$ cat src/rtl/clk_div_monitor_pkg.sv
// Shared types and limits for the divided-clock monitor.
package clk_div_monitor_pkg;

  typedef enum logic [1:0] {
    IDLE      = 2'd0,
    MEAS_HIGH = 2'd1,
    MEAS_LOW  = 2'd2
  } mon_state_t;

  localparam int unsigned MIN_LOCK_COUNT  = 2;
  localparam int unsigned MIN_SYNC_STAGES = 2;

endpackage

$ cat src/rtl/sync_chain.sv
// Multi-flop synchronizer for a single asynchronous bit.
module sync_chain #(
  parameter int unsigned STAGES = 2
) (
  input  logic clk,
  input  logic reset,
  input  logic d,
  output logic q
);

  logic [STAGES-1:0] ff;

  always_ff @(posedge clk) begin
    if (reset) begin
      ff <= '0;
    end else begin
      ff <= {ff[STAGES-2:0], d};
    end
  end

  assign q = ff[STAGES-1];

endmodule

$ cat src/rtl/clk_div_monitor.sv
// Measures high/low/period of a slow waveform in clk cycles and tracks lock.
module clk_div_monitor
  import clk_div_monitor_pkg::*;
#(
  parameter int unsigned CNT_W       = 16,
  parameter int unsigned LOCK_COUNT  = 4,
  parameter int unsigned SYNC_STAGES = 2
) (
  input  logic             clk,
  input  logic             reset,
  input  logic             sig_in,
  output logic [CNT_W-1:0] high_len,
  output logic [CNT_W-1:0] low_len,
  output logic [CNT_W:0]   period,
  output logic             meas_valid,
  output logic             locked,
  output logic             mismatch,
  output logic             timeout
);

  localparam int unsigned LOCK_N = (LOCK_COUNT < MIN_LOCK_COUNT) ? MIN_LOCK_COUNT : LOCK_COUNT;
  localparam int unsigned SYNC_N = (SYNC_STAGES < MIN_SYNC_STAGES) ? MIN_SYNC_STAGES : SYNC_STAGES;
  localparam int unsigned MW     = $clog2(LOCK_N + 1);
  localparam int unsigned PW     = CNT_W + 1;
  localparam logic [CNT_W-1:0] CNT_MAX    = {CNT_W{1'b1}};
  localparam logic [MW-1:0]    MATCH_FULL = MW'(LOCK_N);

  logic s, s_d, rise, fall;

  mon_state_t       state, state_nxt;
  logic [CNT_W-1:0] hcnt, hcnt_nxt, lcnt, lcnt_nxt, h_cap, h_cap_nxt;
  logic [MW-1:0]    match_cnt, match_nxt;
  logic             have_prev, have_prev_nxt;
  logic [CNT_W-1:0] high_len_nxt, low_len_nxt;
  logic [CNT_W:0]   period_nxt;
  logic             meas_valid_nxt, locked_nxt, mismatch_nxt, timeout_nxt;

  sync_chain #(.STAGES(SYNC_N)) u_sync (
    .clk   (clk),
    .reset (reset),
    .d     (sig_in),
    .q     (s)
  );

  assign rise = s & ~s_d;
  assign fall = ~s & s_d;

  always_ff @(posedge clk) begin
    if (reset) begin
      s_d        <= 1'b0;
      state      <= IDLE;
      hcnt       <= '0;
      lcnt       <= '0;
      h_cap      <= '0;
      match_cnt  <= '0;
      have_prev  <= 1'b0;
      high_len   <= '0;
      low_len    <= '0;
      period     <= '0;
      meas_valid <= 1'b0;
      locked     <= 1'b0;
      mismatch   <= 1'b0;
      timeout    <= 1'b0;
    end else begin
      s_d        <= s;
      state      <= state_nxt;
      hcnt       <= hcnt_nxt;
      lcnt       <= lcnt_nxt;
      h_cap      <= h_cap_nxt;
      match_cnt  <= match_nxt;
      have_prev  <= have_prev_nxt;
      high_len   <= high_len_nxt;
      low_len    <= low_len_nxt;
      period     <= period_nxt;
      meas_valid <= meas_valid_nxt;
      locked     <= locked_nxt;
      mismatch   <= mismatch_nxt;
      timeout    <= timeout_nxt;
    end
  end

  always_comb begin
    state_nxt      = state;
    hcnt_nxt       = hcnt;
    lcnt_nxt       = lcnt;
    h_cap_nxt      = h_cap;
    match_nxt      = match_cnt;
    have_prev_nxt  = have_prev;
    high_len_nxt   = high_len;
    low_len_nxt    = low_len;
    period_nxt     = period;
    meas_valid_nxt = 1'b0;
    locked_nxt     = locked;
    mismatch_nxt   = 1'b0;
    timeout_nxt    = 1'b0;

    case (state)
      IDLE: begin
        if (rise) begin
          hcnt_nxt  = CNT_W'(1);
          state_nxt = MEAS_HIGH;
        end
      end
      MEAS_HIGH: begin
        if (fall) begin
          h_cap_nxt = hcnt;
          lcnt_nxt  = CNT_W'(1);
          state_nxt = MEAS_LOW;
        end else if (hcnt == CNT_MAX) begin
          timeout_nxt   = 1'b1;
          locked_nxt    = 1'b0;
          match_nxt     = '0;
          have_prev_nxt = 1'b0;
          state_nxt     = IDLE;
        end else begin
          hcnt_nxt = hcnt + CNT_W'(1);
        end
      end
      MEAS_LOW: begin
        if (rise) begin
          // Period complete: publish it and compare against the previous one.
          high_len_nxt   = h_cap;
          low_len_nxt    = lcnt;
          period_nxt     = PW'(h_cap) + PW'(lcnt);
          meas_valid_nxt = 1'b1;
          hcnt_nxt       = CNT_W'(1);
          state_nxt      = MEAS_HIGH;
          have_prev_nxt  = 1'b1;
          if (have_prev && (h_cap == high_len) && (lcnt == low_len)) begin
            if (match_cnt != MATCH_FULL) begin
              match_nxt = match_cnt + MW'(1);
            end
          end else begin
            match_nxt    = MW'(1);
            mismatch_nxt = have_prev;
          end
          locked_nxt = (match_nxt == MATCH_FULL);
        end else if (lcnt == CNT_MAX) begin
          timeout_nxt   = 1'b1;
          locked_nxt    = 1'b0;
          match_nxt     = '0;
          have_prev_nxt = 1'b0;
          state_nxt     = IDLE;
        end else begin
          lcnt_nxt = lcnt + CNT_W'(1);
        end
      end
      default: state_nxt = IDLE;
    endcase
  end

endmodule

$ cat config.mk
export PLATFORM = sky130hd
export DESIGN_NAME = clk_div_monitor
export DESIGN_NICKNAME = d
export VERILOG_FILES = /design/src/rtl/clk_div_monitor_pkg.sv /design/src/rtl/sync_chain.sv /design/src/rtl/clk_div_monitor.sv
export SDC_FILE = /design/constraint.sdc
export NUM_CORES = 1
export LEC_CHECK = 0
export ABC_AREA = 0
export CAP_MARGIN = 10
export CORE_UTILIZATION = 35
export DETAILED_ROUTE_END_ITERATION = 12
export SYNTH_ARGS = -nofsm -noshare
export SYNTH_HDL_FRONTEND = slang
export SYNTH_SLANG_ARGS = --single-unit
$ cat constraint.sdc
create_clock -name clk -period 4.1 [get_ports clk]
set_input_delay 0.615 -clock clk [delete_from_list [all_inputs] [get_ports clk]]
set_output_delay 0.615 -clock clk [all_outputs]
set_load 0.05 [all_outputs]
==> flow_summary.json <==
{
  "internal-power_mw": 1.60,
  "slew_viol_final": 0,
  "layout-area-overhead-vs-synth_pct": 17.1,
  "p_leak_nw": 2.59,
  "io_pins": 56,
  "crit_arrival_ps": 2830,
  "grtUsageTotal": 0.189,
  "rrSetupSlack_ps": 1490,
  "core_area_sq_mm": 0.0159,
  "postPlaceCellArea_sq_mm": 0.00637,
  "p_clk_frac": 0.407,
  "drtIter0Drc": 378,
  "finalSetupTns_ps": 0,
  "p_switching_uw": 541,
  "min_to": "period[8]",
  "grt_pass1_vias": 4465,
  "r2r-end": "hcnt[4]",
  "synthCells": 687,
  "finish.utilization": 0.419,
  "fillers": 1590,
  "drv_cap": 0,
  "wl_met3_um": 702,
  "worstSetupPathType": "flop to flop",
  "root_buffer": "clkbuf_16",
  "outcome": "completed",
  "ir_worst_vdd_mv": 0.203,
  "layout.nets": 749,
  "fmax_mhz": 384,
  "yosys.area.top_type_share": 0.387,
  "rsz0062_at_grt": "no",
  "critical-path-max-stage-delay_ps": 760,
  "hp-start": "period[8]",
  "die-height_um": 130,
  "yosysUniqueCellTypes": 66,
  "finalSetupViolCount": 0,
  "highest_layer": "met4",
  "fin_cells": 942,
  "synth_common_cells": "nand2_1, dfxtp_1, a21oi_1, xor2_1, nor2_1",
  "worst_pin_slew_ps": 945,
  "synth_most_common_cell": "nand2_1",
  "drive_gt1_frac": 0.0634,
  "route.met2.wl_um": 7080,
  "p_seq_frac": 0.510,
  "stdcell_area_sq_mm": 0.00666,
  "crit_chain": "inv_1, ha_1, nor2_1, or2_1, a21oi_2, o2111ai_1, xor2_1, nor2_1",
  "h-tree-depth": 3,
  "route.detailed.drc": 0,
  "cpMaxStageDelayCell": "a21oi_2",
  "numCtsBuffers": 9,
  "final.min_clock_period_ps": 2610,
  "pwr-share-comb": 0.082,
  "post_cts_resized": 0,
  "grt_pass1_wl_um": 24200,
  "reg2reg_depth": 8,
  "dr.pass1.iters": 4,
  "required_ps": 4320,
  "dpl.cell_count": 926,
  "hold_depth": 2,
  "grt_max_degree": 77,
  "route.vias.total": 4914,
  "fin_skew_ps": 8.61,
  "hold_viol": 0,
  "r2r-start": "state[0]",
  "synthArstFlopShare": 0,
  "met1_length_um": 7300,
  "yosysTopAreaCell": "dfxtp_1",
  "crit_path_end_kind": "flop",
  "clock_latency_ps": 350,
  "min_path_type": "flop to flop",
  "wl_per_cell_um": 16.2,
  "ant_nets": 0,
  "synth-seq-area-share": 0.387,
  "path_common_cell": "nor2_1",
  "syn_area_sq_mm": 0.00569,
  "switching_share": 0.252,
  "ys_dominant_reg_cell": "dfxtp_1",
  "hold_buffers": 0,
  "dp_hpwl_um": 11200,
  "grt_antenna_before_repair": 0,
  "cts_tree": "yes",
  "dieArea_sq_mm": 0.0168,
  "start_kind": "flop",
  "power_mw": 2.14,
  "cts_buffer_depth": 2,
  "start_util": 0.358,
  "relSlewSlack": 0.370,
  "vias_per_cell": 5.22,
  "path_clk_slew_ps": 70,
  "ys_seq_elements": 110,
  "cts.sinks": 110,
  "timing.final.crit_share": 0.636,
  "critPathMaxFanout": 17,
  "ys_top_cells_by_area": "dfxtp_1, nand2_1, xor2_1",
  "p_per_area_mw_per_mm2": 322,
  "totalWireLength_um": 15300,
  "row_count": 46,
  "diodes": 0,
  "port_buffers": 55,
  "yosysWarnings": 0,
  "synth_nets": 715,
  "die_x_um": 130,
  "gp_congestion": 0.867,
  "postCtsSetupBuffers": 0,
  "grt.overflow.total": 0,
  "syn-mean-instance-area_sq_um": 8.28,
  "synth_edf_count": 0
}
## through the flow
step | worst slack (ps) | hold slack, ps
finish | 1490 | 454
global route | 1300 | 479
CTS | 1480 | 458
detailed placement | 1510 | 447
global placement | 1630 | 429
floorplan | 1850 | 414
## cell type report
cell class,count,area (sq um),share of cell area
Sequential cell,110,2200,0.331
Inverter,13,48.8,0.00732
Multi-Input combinational cell,529,3280,0.493
Timing Repair Buffer,58,568,0.0853
Tap cell,216,270,0.0406
Clock inverter,6,61.3,0.00920
Clock buffer,10,229,0.0344
## kinds of logic after synthesis
family,Yosys count,synth area share
buffers and inverters,48,0.0363
AOI/OAI and AO/OA,149,0.172
adders and majority gates,25,0.0563
and+or+nand+nor,285,0.241
xor gates and xnor gates,68,0.105
muxes,2,0.00352
DFF,110,0.387
## power groups by stage
stage | Combinational [mW] | Sequential, mW | Clock (mW)
3_3_place_gp | 0.172 | 1.12 | 0
5_1_grt | 0.192 | 1.10 | 0.938
2_1_floorplan | 0.139 | 1.11 | 0
6_report | 0.177 | 1.09 | 0.874
4_1_cts | 0.176 | 1.09 | 0.898
3_5_place_dp | 0.175 | 1.12 | 0
## routing by layer
metal,track usage,vias to the layer above
met3,0.0396,13
met5,0,-
met1,0.260,2322
met4,0.0465,0
li1,-,2456
met2,0.303,123
## cell usage in the layout (no fill, tap or decap), drive strengths merged, types with 2 or more instances in the layout
| master | instances |
|---|---|
| a211oi | 4 |
| a21boi | 2 |
| a21o | 10 |
| a21oi | 73 |
| a31oi | 4 |
| and2 | 5 |
| and3 | 7 |
| and4 | 9 |
| buf | 4 |
| clkbuf | 10 |
| clkdlybuf4s50 | 54 |
| clkinv | 4 |
| dfxtp | 110 |
| ha | 24 |
| inv | 13 |
| mux2i | 2 |
| nand2 | 138 |
| nand2b | 3 |
| nand3 | 15 |
| nand4 | 9 |
| nor2 | 51 |
| nor2b | 4 |
| nor3 | 17 |
| nor4 | 13 |
| nor4b | 4 |
| o2111ai | 7 |
| o211ai | 6 |
| o21ai | 27 |
| o22ai | 2 |
| o31ai | 4 |
| or2 | 3 |
| or3 | 4 |
| xnor2 | 17 |
| xor2 | 51 |
## sequential cells by signal, summed over array words and instances (netlist names)
| name | flops |
|---|---|
| h_cap | 16 |
| have_prev | 1 |
| hcnt | 16 |
| high_len | 16 |
| lcnt | 16 |
| locked | 1 |
| low_len | 16 |
| match_cnt | 3 |
| meas_valid | 1 |
| mismatch | 1 |
| period | 17 |
| s_d | 1 |
| state | 2 |
| timeout | 1 |
| u_sync.ff | 2 |
## worst max-delay path by stage
stage / start / endpoint / slack (ps)
5_1_grt: state[0] / hcnt[12] / 1300
3_3_place_gp: lcnt[9] / period[16] / 1630
4_1_cts: state[0] / hcnt[4] / 1480
2_1_floorplan: lcnt[0] / period[16] / 1850
6_report: state[0] / hcnt[4] / 1490
3_5_place_dp: state[0] / hcnt[4] / 1510
## worst max-delay path, delay by kind of cell, from the launching register on
| kind | cells | cell delay (ps) |
|---|---|---|
| AOI/OAI and AO/OA | 2 | 1040 |
| and+or+nand+nor | 3 | 430 |
| adders and majority gates | 1 | 360 |
| DFF | 1 | 350 |
| xor gates and xnor gates | 1 | 180 |
| buffers and inverters | 1 | 120 |
(Power assumes the default switching activity.)
